`src/rtl/cpu_fetch_pkg.sv`:
```
// cpu_fetch_pkg
//   Shared definitions for the instruction fetch front end:
//   - fetch_state_e : fetch controller state encoding (IDLE, RUN, FAULT)
//   - RESET_PC_DEFAULT / ADDR_W_DEFAULT : default top-level parameter values
//   - fetch_entry_t : packed {pc, instr} entry carried by the fetch buffer
//   - is_word_aligned() : byte address has bits [1:0] == 0
package cpu_fetch_pkg;

   localparam logic [31:0] RESET_PC_DEFAULT = 32'h0000_0000;
   localparam int          ADDR_W_DEFAULT   = 12;

   typedef enum logic [1:0] {
      ST_IDLE  = 2'd0,
      ST_RUN   = 2'd1,
      ST_FAULT = 2'd2
   } fetch_state_e;

   typedef struct packed {
      logic [31:0] pc;
      logic [31:0] instr;
   } fetch_entry_t;

   function automatic logic is_word_aligned(input logic [31:0] addr);
      return (addr[1:0] == 2'b00);
   endfunction

endpackage

```
`src/rtl/fetch_buffer.sv`:
```
// fetch_buffer
//   DEPTH-entry synchronous FIFO of fetch_entry_t between the BRAM response
//   and decode. Flush has priority over push and pop in the same cycle.
//   The head output is forced to zero while empty so the downstream payload
//   is deterministic when nothing is valid.
// Ports:
//   clk, rst_n     clock, asynchronous active-low reset
//   flush_i        discard all entries
//   push_i         write push_data_i (ignored when full and not popping)
//   push_data_i    entry to write
//   pop_i          remove head (ignored when empty)
//   head_o         current head entry (zero when empty)
//   empty_o        no entries held
//   count_o        number of entries held, 0..DEPTH
module fetch_buffer
   import cpu_fetch_pkg::*;
#(
   parameter  int DEPTH = 2,
   localparam int CW    = $clog2(DEPTH + 1)
) (
   input  logic          clk,
   input  logic          rst_n,
   input  logic          flush_i,
   input  logic          push_i,
   input  fetch_entry_t  push_data_i,
   input  logic          pop_i,
   output fetch_entry_t  head_o,
   output logic          empty_o,
   output logic [CW-1:0] count_o
);

   localparam int PW = (DEPTH > 1) ? $clog2(DEPTH) : 1;

   fetch_entry_t    mem_q [DEPTH];
   logic [PW-1:0]   rd_q;
   logic [PW-1:0]   wr_q;
   logic [CW-1:0]   cnt_q;
   logic            full;
   logic            do_push;
   logic            do_pop;

   // Pointers wrap explicitly so DEPTH need not be a power of two.
   function automatic logic [PW-1:0] ptr_inc(input logic [PW-1:0] p);
      return (p == PW'(DEPTH - 1)) ? '0 : p + PW'(1);
   endfunction

   assign empty_o = (cnt_q == '0);
   assign full    = (cnt_q == CW'(DEPTH));
   assign do_pop  = pop_i & ~empty_o;
   assign do_push = push_i & (~full | do_pop);
   assign count_o = cnt_q;
   assign head_o  = empty_o ? '0 : mem_q[rd_q];

   always_ff @(posedge clk or negedge rst_n) begin
      if (!rst_n) begin
         rd_q  <= '0;
         wr_q  <= '0;
         cnt_q <= '0;
      end else if (flush_i) begin
         rd_q  <= '0;
         wr_q  <= '0;
         cnt_q <= '0;
      end else begin
         if (do_push) wr_q <= ptr_inc(wr_q);
         if (do_pop)  rd_q <= ptr_inc(rd_q);
         unique case ({do_push, do_pop})
            2'b10:   cnt_q <= cnt_q + CW'(1);
            2'b01:   cnt_q <= cnt_q - CW'(1);
            default: cnt_q <= cnt_q;
         endcase
      end
   end

   // Storage needs no reset: reads are gated by the count.
   always_ff @(posedge clk) begin
      if (do_push && !flush_i) mem_q[wr_q] <= push_data_i;
   end

endmodule

```
`src/rtl/instr_fetch_unit.sv`:
```
// instr_fetch_unit
//   CPU fetch front end. Owns the PC, drives the instruction BRAM word
//   address every cycle, absorbs the BRAM's one-cycle read latency and hands
//   {pc, instr} to decode over valid/ready. Handles redirects from execute,
//   run/stop from the control path and misaligned-target faults.
//
//   Optional build macro IFETCH_RANGE_CHECK_EN: when defined, a PC about to
//   issue with any bit set above the BRAM window ([31:ADDR_W+2]) is not
//   issued and raises the fault instead. When undefined, addresses simply
//   alias modulo the BRAM size.
//
// Ports:
//   clk, rst_n                 clock, asynchronous active-low reset
//   fetch_en                   run enable; 0 stops issuing new fetches
//   imem_addr      [ADDR_W]    BRAM word address (combinational)
//   imem_rdata     [32]        BRAM data for the previous cycle's address
//   redirect_valid/redirect_pc single-cycle redirect from execute
//   out_valid/out_ready        handshake to decode
//   out_pc/out_instr           byte PC and instruction at the buffer head
//   fault/fault_pc             sticky bad-target fault and offending address
//
// state  | meaning
// -------+-----------------------------------------------------------------
// IDLE   | stopped, no fetches issued; enters RUN when fetch_en=1
// RUN    | issuing one fetch per cycle while buffer space allows
// FAULT  | bad target seen; waits for reset or an aligned redirect
module instr_fetch_unit
   import cpu_fetch_pkg::*;
#(
   parameter logic [31:0] RESET_PC  = RESET_PC_DEFAULT,
   parameter int          ADDR_W    = ADDR_W_DEFAULT,
   parameter int          BUF_DEPTH = 2
) (
   input  logic              clk,
   input  logic              rst_n,
   input  logic              fetch_en,
   output logic [ADDR_W-1:0] imem_addr,
   input  logic [31:0]       imem_rdata,
   input  logic              redirect_valid,
   input  logic [31:0]       redirect_pc,
   output logic              out_valid,
   input  logic              out_ready,
   output logic [31:0]       out_pc,
   output logic [31:0]       out_instr,
   output logic              fault,
   output logic [31:0]       fault_pc
);

   localparam int CW = $clog2(BUF_DEPTH + 1);

   fetch_state_e  state_q, state_d;
   logic [31:0]   fetch_pc_q, fetch_pc_d;
   logic          inflight_q, inflight_d;
   logic [31:0]   inflight_pc_q, inflight_pc_d;
   logic          fault_q, fault_d;
   logic [31:0]   fault_pc_q, fault_pc_d;

   logic          redir_ok;
   logic          redir_bad;
   logic [31:0]   pres_pc;
   logic          run_ok;
   logic          space_ok;
   logic          range_bad;
   logic          issue;
   logic          pop;
   logic          push;
   logic [CW:0]   occ_next;
   logic [CW-1:0] buf_count;
   logic          buf_empty;
   fetch_entry_t  buf_head;
   fetch_entry_t  push_entry;

   assign redir_ok  = redirect_valid &  is_word_aligned(redirect_pc);
   assign redir_bad = redirect_valid & ~is_word_aligned(redirect_pc);

   // The redirect target bypasses the PC register so it is fetched the same
   // cycle the redirect arrives.
   assign pres_pc   = redirect_valid ? redirect_pc : fetch_pc_q;
   assign imem_addr = pres_pc[ADDR_W+1:2];

   assign out_valid = ~buf_empty;
   assign out_pc    = buf_head.pc;
   assign out_instr = buf_head.instr;
   assign pop       = out_valid & out_ready;

   // Issue needs RUN now, or an aligned redirect that lands in RUN.
   assign run_ok = fetch_en & (redir_ok | (~redirect_valid & (state_q == ST_RUN)));

   // Entries that will occupy the buffer once the in-flight word lands.
   // A redirect flushes everything, so the target always has room.
   assign occ_next = (CW+1)'(buf_count) + (CW+1)'(inflight_q) - (CW+1)'(pop);
   assign space_ok = redirect_valid | (occ_next < (CW+1)'(BUF_DEPTH));

`ifdef IFETCH_RANGE_CHECK_EN
   assign range_bad = run_ok & space_ok & (pres_pc[31:ADDR_W+2] != '0);
`else
   assign range_bad = 1'b0;
`endif

   assign issue = run_ok & space_ok & ~range_bad;

   // A redirect in the response cycle kills the stale in-flight word.
   assign push       = inflight_q & ~redirect_valid;
   assign push_entry = '{pc: inflight_pc_q, instr: imem_rdata};

   always_comb begin
      state_d    = state_q;
      fault_d    = fault_q;
      fault_pc_d = fault_pc_q;
      if (redir_bad) begin
         state_d    = ST_FAULT;
         fault_d    = 1'b1;
         fault_pc_d = redirect_pc;
      end else if (range_bad) begin
         state_d    = ST_FAULT;
         fault_d    = 1'b1;
         fault_pc_d = pres_pc;
      end else if (redir_ok) begin
         state_d = fetch_en ? ST_RUN : ST_IDLE;
      end else begin
         unique case (state_q)
            ST_IDLE:  if (fetch_en)  state_d = ST_RUN;
            ST_RUN:   if (!fetch_en) state_d = ST_IDLE;
            ST_FAULT: state_d = ST_FAULT;
            default:  state_d = ST_IDLE;
         endcase
      end
   end

   always_comb begin
      fetch_pc_d    = fetch_pc_q;
      inflight_d    = issue;
      inflight_pc_d = inflight_pc_q;
      if (issue) begin
         fetch_pc_d    = pres_pc + 32'd4;
         inflight_pc_d = pres_pc;
      end else if (redir_ok) begin
         // Keep the target even when not running, so a later enable starts there.
         fetch_pc_d = redirect_pc;
      end
   end

   always_ff @(posedge clk or negedge rst_n) begin
      if (!rst_n) begin
         state_q       <= ST_IDLE;
         fetch_pc_q    <= RESET_PC;
         inflight_q    <= 1'b0;
         inflight_pc_q <= '0;
         fault_q       <= 1'b0;
         fault_pc_q    <= '0;
      end else begin
         state_q       <= state_d;
         fetch_pc_q    <= fetch_pc_d;
         inflight_q    <= inflight_d;
         inflight_pc_q <= inflight_pc_d;
         fault_q       <= fault_d;
         fault_pc_q    <= fault_pc_d;
      end
   end

   assign fault    = fault_q;
   assign fault_pc = fault_pc_q;

   fetch_buffer #(
      .DEPTH (BUF_DEPTH)
   ) u_buf (
      .clk         (clk),
      .rst_n       (rst_n),
      .flush_i     (redirect_valid),
      .push_i      (push),
      .push_data_i (push_entry),
      .pop_i       (pop),
      .head_o      (buf_head),
      .empty_o     (buf_empty),
      .count_o     (buf_count)
   );

endmodule

```
`config.mk`:
```
export PLATFORM = sky130hd
export DESIGN_NAME = instr_fetch_unit
export DESIGN_NICKNAME = d
export VERILOG_FILES = /design/src/rtl/cpu_fetch_pkg.sv /design/src/rtl/fetch_buffer.sv /design/src/rtl/instr_fetch_unit.sv
export SDC_FILE = /design/constraint.sdc
export NUM_CORES = 1
export LEC_CHECK = 0
export ABC_AREA = 0
export CORE_ASPECT_RATIO = 1.1
export CORE_MARGIN = 1.5
export CORE_UTILIZATION = 30
export CTS_CLUSTER_DIAMETER = 120
export DETAILED_ROUTE_END_ITERATION = 8
export PLACE_DENSITY = 0.54
export SYNTH_ARGS = -nofsm -noshare
export SYNTH_HDL_FRONTEND = slang
export SYNTH_SLANG_ARGS = --single-unit
```
`constraint.sdc`:
```
create_clock -name clk -period 6.5 [get_ports clk]
set_clock_uncertainty 0.2 [all_clocks]
set_input_delay 1.95 -clock clk [delete_from_list [all_inputs] [get_ports clk]]
set_output_delay 1.95 -clock clk [all_outputs]
set_load 0.005 [all_outputs]
```
==> qor.yml, run 1 <==
synth-seq-cells: 232
timing.final.crit_share_pct: 86.2
drtPass1Iterations: 4
finish.cell_count_without_fillers: 1522
final_common_cell: "clkdlybuf4s50_1"
synth.distinct_cells: 74
grt.overflow.total: 0
synthAdderAreaFrac_pct: 0.419
outcome: "finished clean"
relSlewSlack_pct: 38.9
clock_sinks: 232
first_iter_violations: 359
clkLatencyLatePin_ns: 0.54
synth_compound_area_share_pct: 8.29
yosys_warnings: 0
fin_crit_ns: 5.60
worstPathRequired_ns: 4.35
muxShareOfSynthArea_pct: 12.9
max_cap_violations: 0
place.gp.congestion: 0.809
netlist_instances: 862
routedWlPerCell_um: 17.5
ios: 179
power_mw: 3.82
routed_wl_mm: 26.6
slowest_stage: "clkdlybuf4s50_1"
synth_seq_area_share_pct: 60.0
dieWidth_um: 183
clockBufferDepth: 3
path_cells: "clkdlybuf4s50_1 > mux2i_1 > inv_1 > clkdlybuf4s50_1"
drtAntennaViolNets: 0
powerDensity_mw_per_mm2: 276
die_area_mm2: 0.0370
min_to: "fault"
critPathMaxStageDelay_ns: 0.49
rows: 72
p_leak_nw: 5.00
drc: 0
crit_type: "in2out"
crit_fanout: 5
synth_nets: 934
reg2reg_depth: 13
place_hpwl_mm: 17.5
synth-edff-count: 128
min_from: "fault"
post-place-cells: 1474
timing_hold_violations_final: 0
cts_resized: 0
path_clk_slew_ns: 0.06
drv_slew: 0
viasPerCell: 4.74
cpLargestDelayFamily: "buffers and inverters"
hp-class: "reg2reg"
worst_slew_pin_slew_ns: 0.917
crit_top_cell: "clkdlybuf4s50_1"
whs_ns: 0.270
dieHeight_um: 202
setup_viol_count_final: 0
vdd_drop_max_v: 0.000165
final_cell_mix: "clkdlybuf4s50_1 (176), edfxtp_1 (128), dfrtp_1 (103)"
synthArstFlopShare_pct: 44.8
synth-simple-area-share_pct: 12.7
synth_xor_area_share_pct: 2.04
port_buffers: 178
finalNetCount: 1093
cts_made_buffers: 26
r2r-start: "u_buf.count_o[1]"
synth_top_family_by_area: "multiplexers"
clock.fmax_mhz: 178
cp.arrival_ns: 3.45
r2r_slack_ns: 2.15
cts_tree: "yes"
cts_setup_buffers: 0
finalSetupTns_ns: 0
grt.total_usage_pct: 14.3
rsz0062_at_grt: "false"
ys.flop_type: "edfxtp_1"
crit_path_end_kind: "output pin"
cts_hold_buf: 0
postSynthAreaPerCell_um2: 12.5
syn2layout_area_growth_pct: 28.6
vias: 7207
initial_core_util_pct: 30.5
netlist_area_mm2: 0.0107
grt_max_degree: 65
nFillCells: 3367
cts_root_buffer: "clkbuf_16"
drive_gt1_share_pct: 12.5
grt_pass1_wl_mm: 41.2
antenna_found_initial: 0
start_kind: "input port"
num_antenna_cells: 0
coreArea_mm2: 0.0352
cts.htree.levels: 1
path_buf_inv: 3
worstHoldPathCells: 1
final_util_pct: 39.2
grt_pass1_vias: 6968
r2r-end: "fetch_pc_q[19]"
==> power breakdown <==
| part | leakage [nW] | switching, mW | internal (mW) |
|---|---|---|---|
| combinational | 2.16 | 0.231 | 0.257 |
| clock | 0.411 | 0.596 | 0.901 |
| sequential | 2.43 | 0.114 | 1.72 |
| total | 5.00 | 0.941 | 2.88 |
==> Yosys cell counts (all sizes together), types with 4 or more instances <==
cell type	instances	area share, %
nand4b	6	0.63
dfrtp	104	24
nor2	102	3.6
nand4	10	0.78
nor3b	4	0.33
o21ai	45	2.1
buf	44	2.6
nand3	25	1.3
inv	14	0.49
edfxtp	128	36
nor2b	9	0.52
a31oi	10	0.58
nor3	11	0.61
or3	5	0.29
nand3b	6	0.65
mux2i	92	8.6
nand2	75	2.7
o221a	6	0.63
o21a	4	0.28
clkbuf	17	0.61
a21oi	13	0.61
a211oi	18	1.4
mux2	41	4.3
a22oi	4	0.63
xor2	9	0.73
xnor2	16	1.3
==> how the worst max path moves through the flow <==
| stage | endpoint | depth (start not counted) | from | slack, ns |
|---|---|---|---|---|
| 6_report | imem_addr[11] | 4 | redirect_pc[13] | 0.90 |
| 5_1_grt | imem_addr[11] | 4 | redirect_pc[13] | 0.85 |
| 4_1_cts | imem_addr[11] | 4 | redirect_pc[13] | 0.91 |
| 3_5_place_dp | imem_addr[11] | 4 | redirect_pc[13] | 0.91 |
| 3_3_place_gp | imem_addr[11] | 4 | redirect_pc[13] | 0.94 |
| 2_1_floorplan | u_buf.mem_q[0][0] | 7 | redirect_valid | 0.36 |
==> logic make-up after synthesis <==
| family | after synthesis |
|---|---|
| multiplexers | 133 |
| adder cells (fa/ha/maj) | 3 |
| XOR/XNOR | 25 |
| flip-flops | 232 |
| buffers and inverters | 75 |
| AND/OR/NAND/NOR | 270 |
| AO/OA/AOI/OAI | 124 |
==> state kept, by name, indices dropped and copies added, names as in the netlist <==
signal	flops
u_buf.wr_q	1
fault	1
u_buf.mem_q	128
fault_pc	32
fetch_pc_q	32
u_buf.count_o	2
state_q	2
inflight_pc_q	32
u_buf.rd_q	1
inflight_q	1
==> area by class of cell <==
type | instances | area [um2] | share of cell area, %
inverters | 14 | 52.6 | 0.380
multi-input cells | 555 | 3960 | 28.6
clock buffers | 36 | 729 | 5.28
flip-flops and latches | 232 | 6450 | 46.7
clock inverters | 12 | 141 | 1.02
repair buffers | 192 | 1890 | 13.7
well taps | 481 | 602 | 4.35
==> routing by layer <==
metal	global-route usage (%)	wire (um)
met2	22.8	12200
met4	4.24	578
met5	0	0
met3	2.82	1470
met1	19.5	12300
==> per-stage QoR <==
stage,instance area (um2),setup slack (ns)
after floorplan,10800,0.364
after global placement,13000,0.943
after detailed placement,13000,0.915
after CTS,13800,0.908
after global routing,13800,0.846
final,13800,0.896
Power figures use the tool's default switching activity.
==> inputs of run 2 (changes only) <==
ABC_AREA = default   (was 0)
==> results of run 2 <==
Same layout as run 1: the final DEF is identical, and so are final timing and power.
==> inputs of run 3 (changes only) <==
PLACE_DENSITY = 0.52   (was 0.54)
clock period = 7 ns   (was 6.5 ns; I/O delays follow)
==> qor.yml, run 3 (same netlist as run 1, synthesis figures left out) <==
finalSetupTns_ns: 0
rsz0062_at_grt: "false"
initial_core_util_pct: 30.5
cts_tree: "yes"
cts.htree.levels: 1
timing.final.crit_share_pct: 84.7
power_mw: 3.69
die_area_mm2: 0.0370
setup_viol_count_final: 0
path_cells: "buf_4 > mux2i_1 > inv_1 > clkdlybuf4s50_1"
r2r-start: "u_buf.count_o[1]"
crit_path_end_kind: "output pin"
seqPwrFrac_pct: 46.1
grt_pass1_vias: 7091
rows: 72
cts_hold_buf: 0
viasPerCell: 4.71
drtPass1Iterations: 5
dieWidth_um: 183
dieHeight_um: 202
coreArea_mm2: 0.0352
place.gp.congestion: 0.768
path_clk_slew_ns: 0.06
timing_hold_violations_final: 0
drc: 0
antenna_found_initial: 0
relSlewSlack_pct: 31.9
r2r-end: "fetch_pc_q[15]"
largest_register_ff_count: 128
routedWlPerCell_um: 17.4
routed_wl_mm: 26.4
syn2layout_area_growth_pct: 29.7
ios: 179
clkPwrFrac_pct: 41.7
drv_slew: 0
start_kind: "input port"
worst_slew_pin_slew_ns: 1.02
final_common_cell: "clkdlybuf4s50_1"
post-place-cells: 1472
cts_resized: 0
place_area_mm2: 0.0130
swShare_pct: 23.9
place_hpwl_mm: 17.6
slowest_stage: "buf_4"
cts_made_buffers: 27
critPathMaxStageDelay_ns: 0.51
powerDensity_mw_per_mm2: 265
min_from: "inflight_pc_q[26]"
whs_ns: 0.267
worstHoldPathCells: 0
finish.cell_count_without_fillers: 1521
grt.total_usage_pct: 14.0
max_cap_violations: 0
cellInternalPower_mw: 2.81
first_iter_violations: 377
num_antenna_cells: 0
worstPathRequired_ns: 4.70
finalNetCount: 1092
final_cell_area_mm2: 0.0139
cts_root_buffer: "clkbuf_16"
crit_fanout: 60
grt.overflow.total: 0
min_to: "u_buf.mem_q[0][58]"
drtAntennaViolNets: 0
cpLargestDelayFamily: "buffers and inverters"
reg2reg_depth: 14
cts_setup_buffers: 0
r2r_slack_ns: 2.88
path_buf_inv: 3
vias: 7171
clkLatencyLatePin_ns: 0.53
grt_pass1_wl_mm: 40.8
vdd_drop_max_v: 0.000173
port_buffers: 178
clock.fmax_mhz: 169
switching_power_mw: 0.881
clock_sinks: 232
p_comb_share_pct: 12.2
hp-class: "reg2reg"
regMostFlops: "u_buf.mem_q"
drive_gt1_share_pct: 12.7
grt_max_degree: 62
final_cell_mix: "clkdlybuf4s50_1 (176), edfxtp_1 (128), dfrtp_1 (103)"
fin_crit_ns: 5.93
clockBufferDepth: 3
p_leak_nw: 5.06
outcome: "finished clean"
crit_type: "in2out"
cp.arrival_ns: 3.63
-- run 3: cell types whose count changed in the layout (fill, tap and decap cells not counted) --
cell / previous run / this run
clkinvlp_4: 4 / 1
inv_6: 0 / 1
clkinv_4: 0 / 1
buf_12: 1 / 3
clkinv_1: 3 / 1
clkbuf_1: 7 / 6
bufinv_16: 3 / 6
inv_4: 0 / 1
clkbuf_16: 27 / 28
buf_4: 15 / 11
-- run 3: layout make-up --
cell class                      count  area (um2)
Clock buffer                       36         751
Clock inverter                     13         225
Fill cell                        3337       21300
Inverter                           14        52.6
Multi-Input combinational cell    555        3960
Sequential cell                   232        6450
Tap cell                          481         602
Timing Repair Buffer              190        1900
-- run 3: how the worst max path moves through the flow --
stage,from,depth (start not counted),endpoint,slack [ns]
after floorplan,redirect_valid,7,u_buf.mem_q[0][0],0.71
final,redirect_valid,4,imem_addr[8],1.07
after global placement,redirect_valid,4,imem_addr[8],1.08
after global routing,redirect_valid,4,imem_addr[11],0.99
after CTS,redirect_valid,4,imem_addr[11],1.08
after detailed placement,redirect_valid,4,imem_addr[11],1.08
-- run 3: per-stage QoR --
stage / setup WS (ns) / util [%]
2_1_floorplan: 0.714 / -
3_3_place_gp: 1.08 / 36.8
3_5_place_dp: 1.08 / 36.8
4_1_cts: 1.08 / 39.6
5_1_grt: 0.992 / 39.6
6_report: 1.07 / 39.6
-- run 3: power by group through the flow --
stage	sequential, mW	combinational [mW]	clock [mW]
final	1.70	0.451	1.54
after global placement	1.72	0.453	0
after floorplan	1.69	0.262	0
after detailed placement	1.73	0.457	0
after CTS	1.70	0.459	1.59
after global routing	1.72	0.501	1.64
-- run 3: worst register-to-register path: cells and delay by family (launching register included) --
| kind | cells | cell delay [ns] |
|---|---|---|
| adders and majority gates | 2 | 0.64 |
| xor gates and xnor gates | 1 | 0.35 |
| and+or+nand+nor | 4 | 0.87 |
| buffers and inverters | 3 | 0.76 |
| AOI/OAI and AO/OA | 4 | 0.65 |
| DFF | 1 | 0.50 |
-- run 3: per-layer routing --
metal	global-route usage, %	up-vias	wire length [um]
li1	-	3457	-
met3	2.82	36	1410
met5	0	-	0
met2	21.8	196	12000
met4	3.78	0	559
met1	19.7	3482	12500
